<file path="src/rtl/tpgc.sv">
// tpgc: test pattern generator for the 5-bit ripple-carry adder datapath.
// Presents eight fixed carry-chain patterns, then an endless generator sweep.
// Optional build macro: TPGC_LFSR_EN selects an 11-bit LFSR generator
// (x^11+x^9+1, period 2047); without it an 11-bit up-counter sweeps all
// 2048 {a,b,c_1} combinations.
module tpgc (
  input  logic       clk,
  input  logic       init,
  output logic [4:0] a,
  output logic [4:0] b,
  output logic       c_1
);

  localparam int unsigned OP_W  = 5;
  localparam int unsigned ST_W  = 11;
  localparam int unsigned IDX_W = 3;

`ifdef TPGC_LFSR_EN
  localparam logic [ST_W-1:0] S_START = 11'h001;
`else
  localparam logic [ST_W-1:0] S_START = 11'h000;
`endif

  typedef enum logic {
    ST_GEN = 1'b0,
    ST_DET = 1'b1
  } phase_t;

  phase_t             state;
  phase_t             state_nxt;
  logic [IDX_W-1:0]   idx;
  logic [IDX_W-1:0]   idx_nxt;
  logic [ST_W-1:0]    s;
  logic [ST_W-1:0]    s_nxt;
  logic [ST_W-1:0]    pat_nxt;

  // Generator successor function for the selected build.
  function automatic logic [ST_W-1:0] gen_next(input logic [ST_W-1:0] cur);
`ifdef TPGC_LFSR_EN
    return {cur[9:0], cur[10] ^ cur[8]};
`else
    return cur + ST_W'(1);
`endif
  endfunction

  // Fixed carry-chain patterns, packed as {a, b, c_1}.
  function automatic logic [ST_W-1:0] det_pat(input logic [IDX_W-1:0] i);
    logic [ST_W-1:0] p;
    case (i)
      3'd0:    p = {5'b00000, 5'b00000, 1'b0};
      3'd1:    p = {5'b11111, 5'b11111, 1'b1};
      3'd2:    p = {5'b11111, 5'b00000, 1'b1};
      3'd3:    p = {5'b00000, 5'b11111, 1'b1};
      3'd4:    p = {5'b10101, 5'b01010, 1'b0};
      3'd5:    p = {5'b01010, 5'b10101, 1'b1};
      3'd6:    p = {5'b11111, 5'b00001, 1'b0};
      default: p = {5'b00001, 5'b11111, 1'b0};
    endcase
    return p;
  endfunction

  // Next phase, index, generator state and output pattern.
  always_comb begin
    state_nxt = state;
    idx_nxt   = idx;
    s_nxt     = s;
    pat_nxt   = {a, b, c_1};
    if (state == ST_DET) begin
      idx_nxt = idx + IDX_W'(1);
      if (idx == IDX_W'(7)) begin
        state_nxt = ST_GEN;
        s_nxt     = S_START;
        pat_nxt   = S_START;
      end else begin
        pat_nxt = det_pat(idx_nxt);
      end
    end else begin
      s_nxt   = gen_next(s);
      pat_nxt = s_nxt;
    end
  end

  // State and output registers; init low forces pattern 0.
  always_ff @(posedge clk or negedge init) begin
    if (!init) begin
      state <= ST_DET;
      idx   <= '0;
      s     <= '0;
      a     <= '0;
      b     <= '0;
      c_1   <= 1'b0;
    end else begin
      state <= state_nxt;
      idx   <= idx_nxt;
      s     <= s_nxt;
      a     <= pat_nxt[ST_W-1 -: OP_W];
      b     <= pat_nxt[OP_W:1];
      c_1   <= pat_nxt[0];
    end
  end

endmodule

</file>
<file path="config.mk">
export PLATFORM = sky130hd
export DESIGN_NAME = tpgc
export DESIGN_NICKNAME = d
export VERILOG_FILES = /design/src/rtl/tpgc.sv
export SDC_FILE = /design/constraint.sdc
export NUM_CORES = 1
export LEC_CHECK = 0
export BUFFER_PORTS_ARGS = -buffer_cell sky130_fd_sc_hd__clkbuf_2
export CORE_MARGIN = 5
export CORE_UTILIZATION = 55
export CTS_CLUSTER_DIAMETER = 40
export DETAILED_ROUTE_END_ITERATION = 16
export PLACE_DENSITY = 0.8
export SLEW_MARGIN = 20
export SYNTH_ARGS = -nofsm -noshare
export SYNTH_HDL_FRONTEND = slang
export SYNTH_SLANG_ARGS = --single-unit
</file>
<file path="constraint.sdc">
create_clock -name clk -period 1.9 [get_ports clk]
set_input_delay 0.19 -clock clk [delete_from_list [all_inputs] [get_ports clk]]
set_output_delay 0.19 -clock clk [all_outputs]
set_load 0.02 [all_outputs]
</file>
==> reports/qor.csv <==
stage,metric,value,unit
route,vias_per_cell,5.59,
die,initial_core_util,55.8,%
clocking,cts_tree,yes,
global_routing,grt_use_total,16.8,%
layout,num_antenna_cells,0,
synthesis,synth_top_area_share,46.6,%
status,outcome,"complete, no violations",
timing,hold_viol_final,0,
global_routing,gr-max-usage-layer,met2,
timing,relSlewSlack,57.2,%
die,die_w,59.4,um
global_routing,grt_pass1_vias,1013,
layout,syn_to_final_growth,10.7,%
route,drc,0,
clocking,clock_path_buffers,2,
die,coreArea,2410,um^2
placement,pre_cts_ws,0.118,ns
route,drtIter0Drc,33,
synthesis,ys_types,37,
synthesis,synthesis.area,1340,um^2
timing,finalSetupViolCount,0,
critical_path,path_buf_inv,0,
die,ioPinCount,13,
global_routing,grt_use_met2,27.9,%
critical_path,crit_arrival,1.92,ns
critical_path,crit_type,flip-flop to flip-flop,
power_and_ir_drop,p_clk_share,29.3,%
route,routed_wl,2.53,mm
global_routing,grt_overflow,0,
synthesis,synth.area.top_cells,"dfrtp_1, ha_1, o21ai_0",
clocking,worstSkewPairLatency,0.31,ns
critical_path,cp-end-kind,flip-flop,
power_and_ir_drop,internal_power,637,uW
layout,nets,162,
timing,tns,0,ns
power_and_ir_drop,p_leak,0.676,nW
timing,tightest_slew,0.642,ns
placement,routabilityCongestion,0.923,
placement,dp_hpwl,1.89,mm
critical_path,cp_max_fo,7,
clocking,cts.clk_slew.worst_paths,0.14,ns
run,cap_violations,0,
timing,fin_crit,1.71,ns
die,placementRows,18,
synthesis,yosysWarnings,0,
synthesis,ys_ff_latch,26,
critical_path,cp_slowest_stage_delay,0.47,ns
global_routing,grt_use_met3,2.18,%
timing,post-route-period-util,89.8,%
clocking,h-tree-depth,1,
critical_path,cp_cell_sequence,ha_1 > ha_2 > nand2b_1 > a221oi_1 > o21ai_1 > o21a_1,
critical_path,start_kind,flip-flop,
timing,rsz0062_at_grt,false,
synthesis,synth_edf_count,0,
min_path,hold_class,input pin to async pin,
global_routing,grt_util_met1,20.9,%
clocking,cts_sinks,26,
route,final_antenna_net_count,0,
global_routing,grt_max_degree,31,
power_and_ir_drop,combPwrFrac,1.6,%
layout,drive_above_1_share,19.2,%
route,wire_per_inst,14.0,um
route,dr.pass1.iters,4,
critical_path,cp.required,2.11,ns
timing,final_max_slew_viol_count,0,
synthesis,syn_avg_cell_area,9.95,um^2
die,die-area,3530,um^2
synthesis,syn_nets,145,
timing,worst_slack,0.194,ns
synthesis,synth_seq_area_share,48.5,%
placement,io_buffers,12,
timing,fmax,586,MHz
synthesis,synthCells,135,
critical_path,crit_slowest_cell,dfrtp_2,
global_routing,grt_pass1_wl,4.48,mm
critical_path,crit_family,adder cells,
synthesis,yosys.area.top_type,dfrtp_1,
timing,final.setup_skew,0.0103,ns
route,vias,1012,
die,die_h,59.4,um
power_and_ir_drop,p_seq_share,69.1,%
global_routing,antenna_found_initial,0,
clocking,cts_root_buffer,clkbuf_4,
power_and_ir_drop,ir_drop,392,uV
synthesis,synthArstFlopShare,100,%
power_and_ir_drop,p_switching,163,uW
clocking,numCtsBuffers,3,
power_and_ir_drop,p_total,800,uW
synthesis,ys.flop_type,dfrtp_1,
power_and_ir_drop,netSwitchingFraction,20.4,%
power_and_ir_drop,power_density,538,nW/um^2
==> placed cells by master (no fill, tap or decap), types with 2 or more instances in the layout <==
| cell | netlist | routed |
|---|---|---|
| xor2_1 | 2 | 2 |
| mux2i_1 | 2 | 2 |
| dfrtp_1 | 25 | 24 |
| xnor2_1 | 5 | 5 |
| clkbuf_2 | 0 | 12 |
| nor4_1 | 2 | 2 |
| buf_4 | 3 | 6 |
| nand2_1 | 20 | 20 |
| ha_1 | 8 | 7 |
| o21ai_1 | 3 | 3 |
| a31oi_1 | 2 | 2 |
| o21a_1 | 2 | 2 |
| nor2_1 | 6 | 6 |
| clkbuf_4 | 0 | 3 |
| inv_1 | 6 | 6 |
| nand3_2 | 2 | 2 |
| nand2b_1 | 3 | 3 |
| a21o_1 | 2 | 2 |
| o31ai_1 | 3 | 3 |
| nand3_1 | 2 | 2 |
| o21ai_0 | 18 | 18 |
==> power groups by stage <==
stage / Sequential (mW) / Clock (mW) / Combinational (mW)
2_1_floorplan: 0.564 / 0 / 0.000000272
3_3_place_gp: 0.564 / 0 / 0.0114
3_5_place_dp: 0.564 / 0 / 0.0118
4_1_cts: 0.554 / 0.246 / 0.0135
5_1_grt: 0.554 / 0.274 / 0.0151
6_report: 0.553 / 0.234 / 0.0126
==> what timing repair did <==
action	in CTS	in global routing
hold buffers	1	0
resized for setup	0	2
endpoints found under the setup margin	0	2
endpoints found under the hold margin	25	0
buffers inserted	0	1
==> sequential cells by signal (all words and copies together) (netlist names) <==
register / flops
s: 11
c_1: 1
b: 5
state: 1
a: 5
idx: 3
==> worst paths after layout <==
kind / startpoint / endpoint / slack [ns] / cells past startpoint
worst max-delay path: idx[1] / b[4] / 0.19 / 6
worst min-delay path: init / s[7] / 0.41 / 2
worst max register to register: idx[1] / b[4] / 0.19 / 6
worst min register to register: s[10] / s[10] / 0.53 / 2
max in group asynchronous: init / idx[1] / 1.04 / 2
min in group clk: s[10] / s[10] / 0.53 / 2
==> synthesized netlist by cell type, types with 2 or more instances <==
cell type and n:
ha_1 8, o21a_1 2, o21ai_1 3, nand2b_1 3
nand3_1 2, dfrtp_1 25, nor4_1 2, mux2i_1 2
buf_4 3, nor2_1 6, clkbuf_1 2, xnor2_1 5
o31ai_1 3, inv_1 6, a21o_1 2, nand2_1 20
o21ai_0 18, xor2_1 2, nand3_2 2, a31oi_1 2
==> layer usage <==
metal / wire, um / part of all wire (%)
met3: 67 / 2.6
met2: 1290 / 51
met4: 78 / 3.1
met5: 0 / 0
met1: 1100 / 43
==> stage by stage <==
stage               area [um^2]  utilization [%]  cells  hold slack (ns)
floorplan                  1340                -    135           -0.106
global route               1490             61.7    181            0.451
finish                     1490             61.7    181            0.411
detailed placement         1440             59.8    175            0.243
global placement           1440             59.8    175            0.230
CTS                        1480             61.3    180            0.422
==> final cells by class <==
cell class / count / area, um^2
inverter: 6 / 22.5
timing repair buffer: 19 / 115
clock buffer: 4 / 26.3
fill: 197 / 922
tap: 30 / 37.5
multi-input combinational: 96 / 633
sequential: 26 / 653
==> cells by family (layout without fill, tap and decap cells) <==
group / after synthesis / count (layout) / synth area share, %
compound gates: 36 / 36 / 16.0
xor+xnor: 7 / 7 / 4.56
fa+ha+maj: 8 / 8 / 7.45
buf+inv: 13 / 29 / 4.56
flops: 26 / 26 / 48.5
mux: 2 / 2 / 1.49
simple gates: 43 / 43 / 17.4
Note: power is estimated with default switching activity, not from simulation.
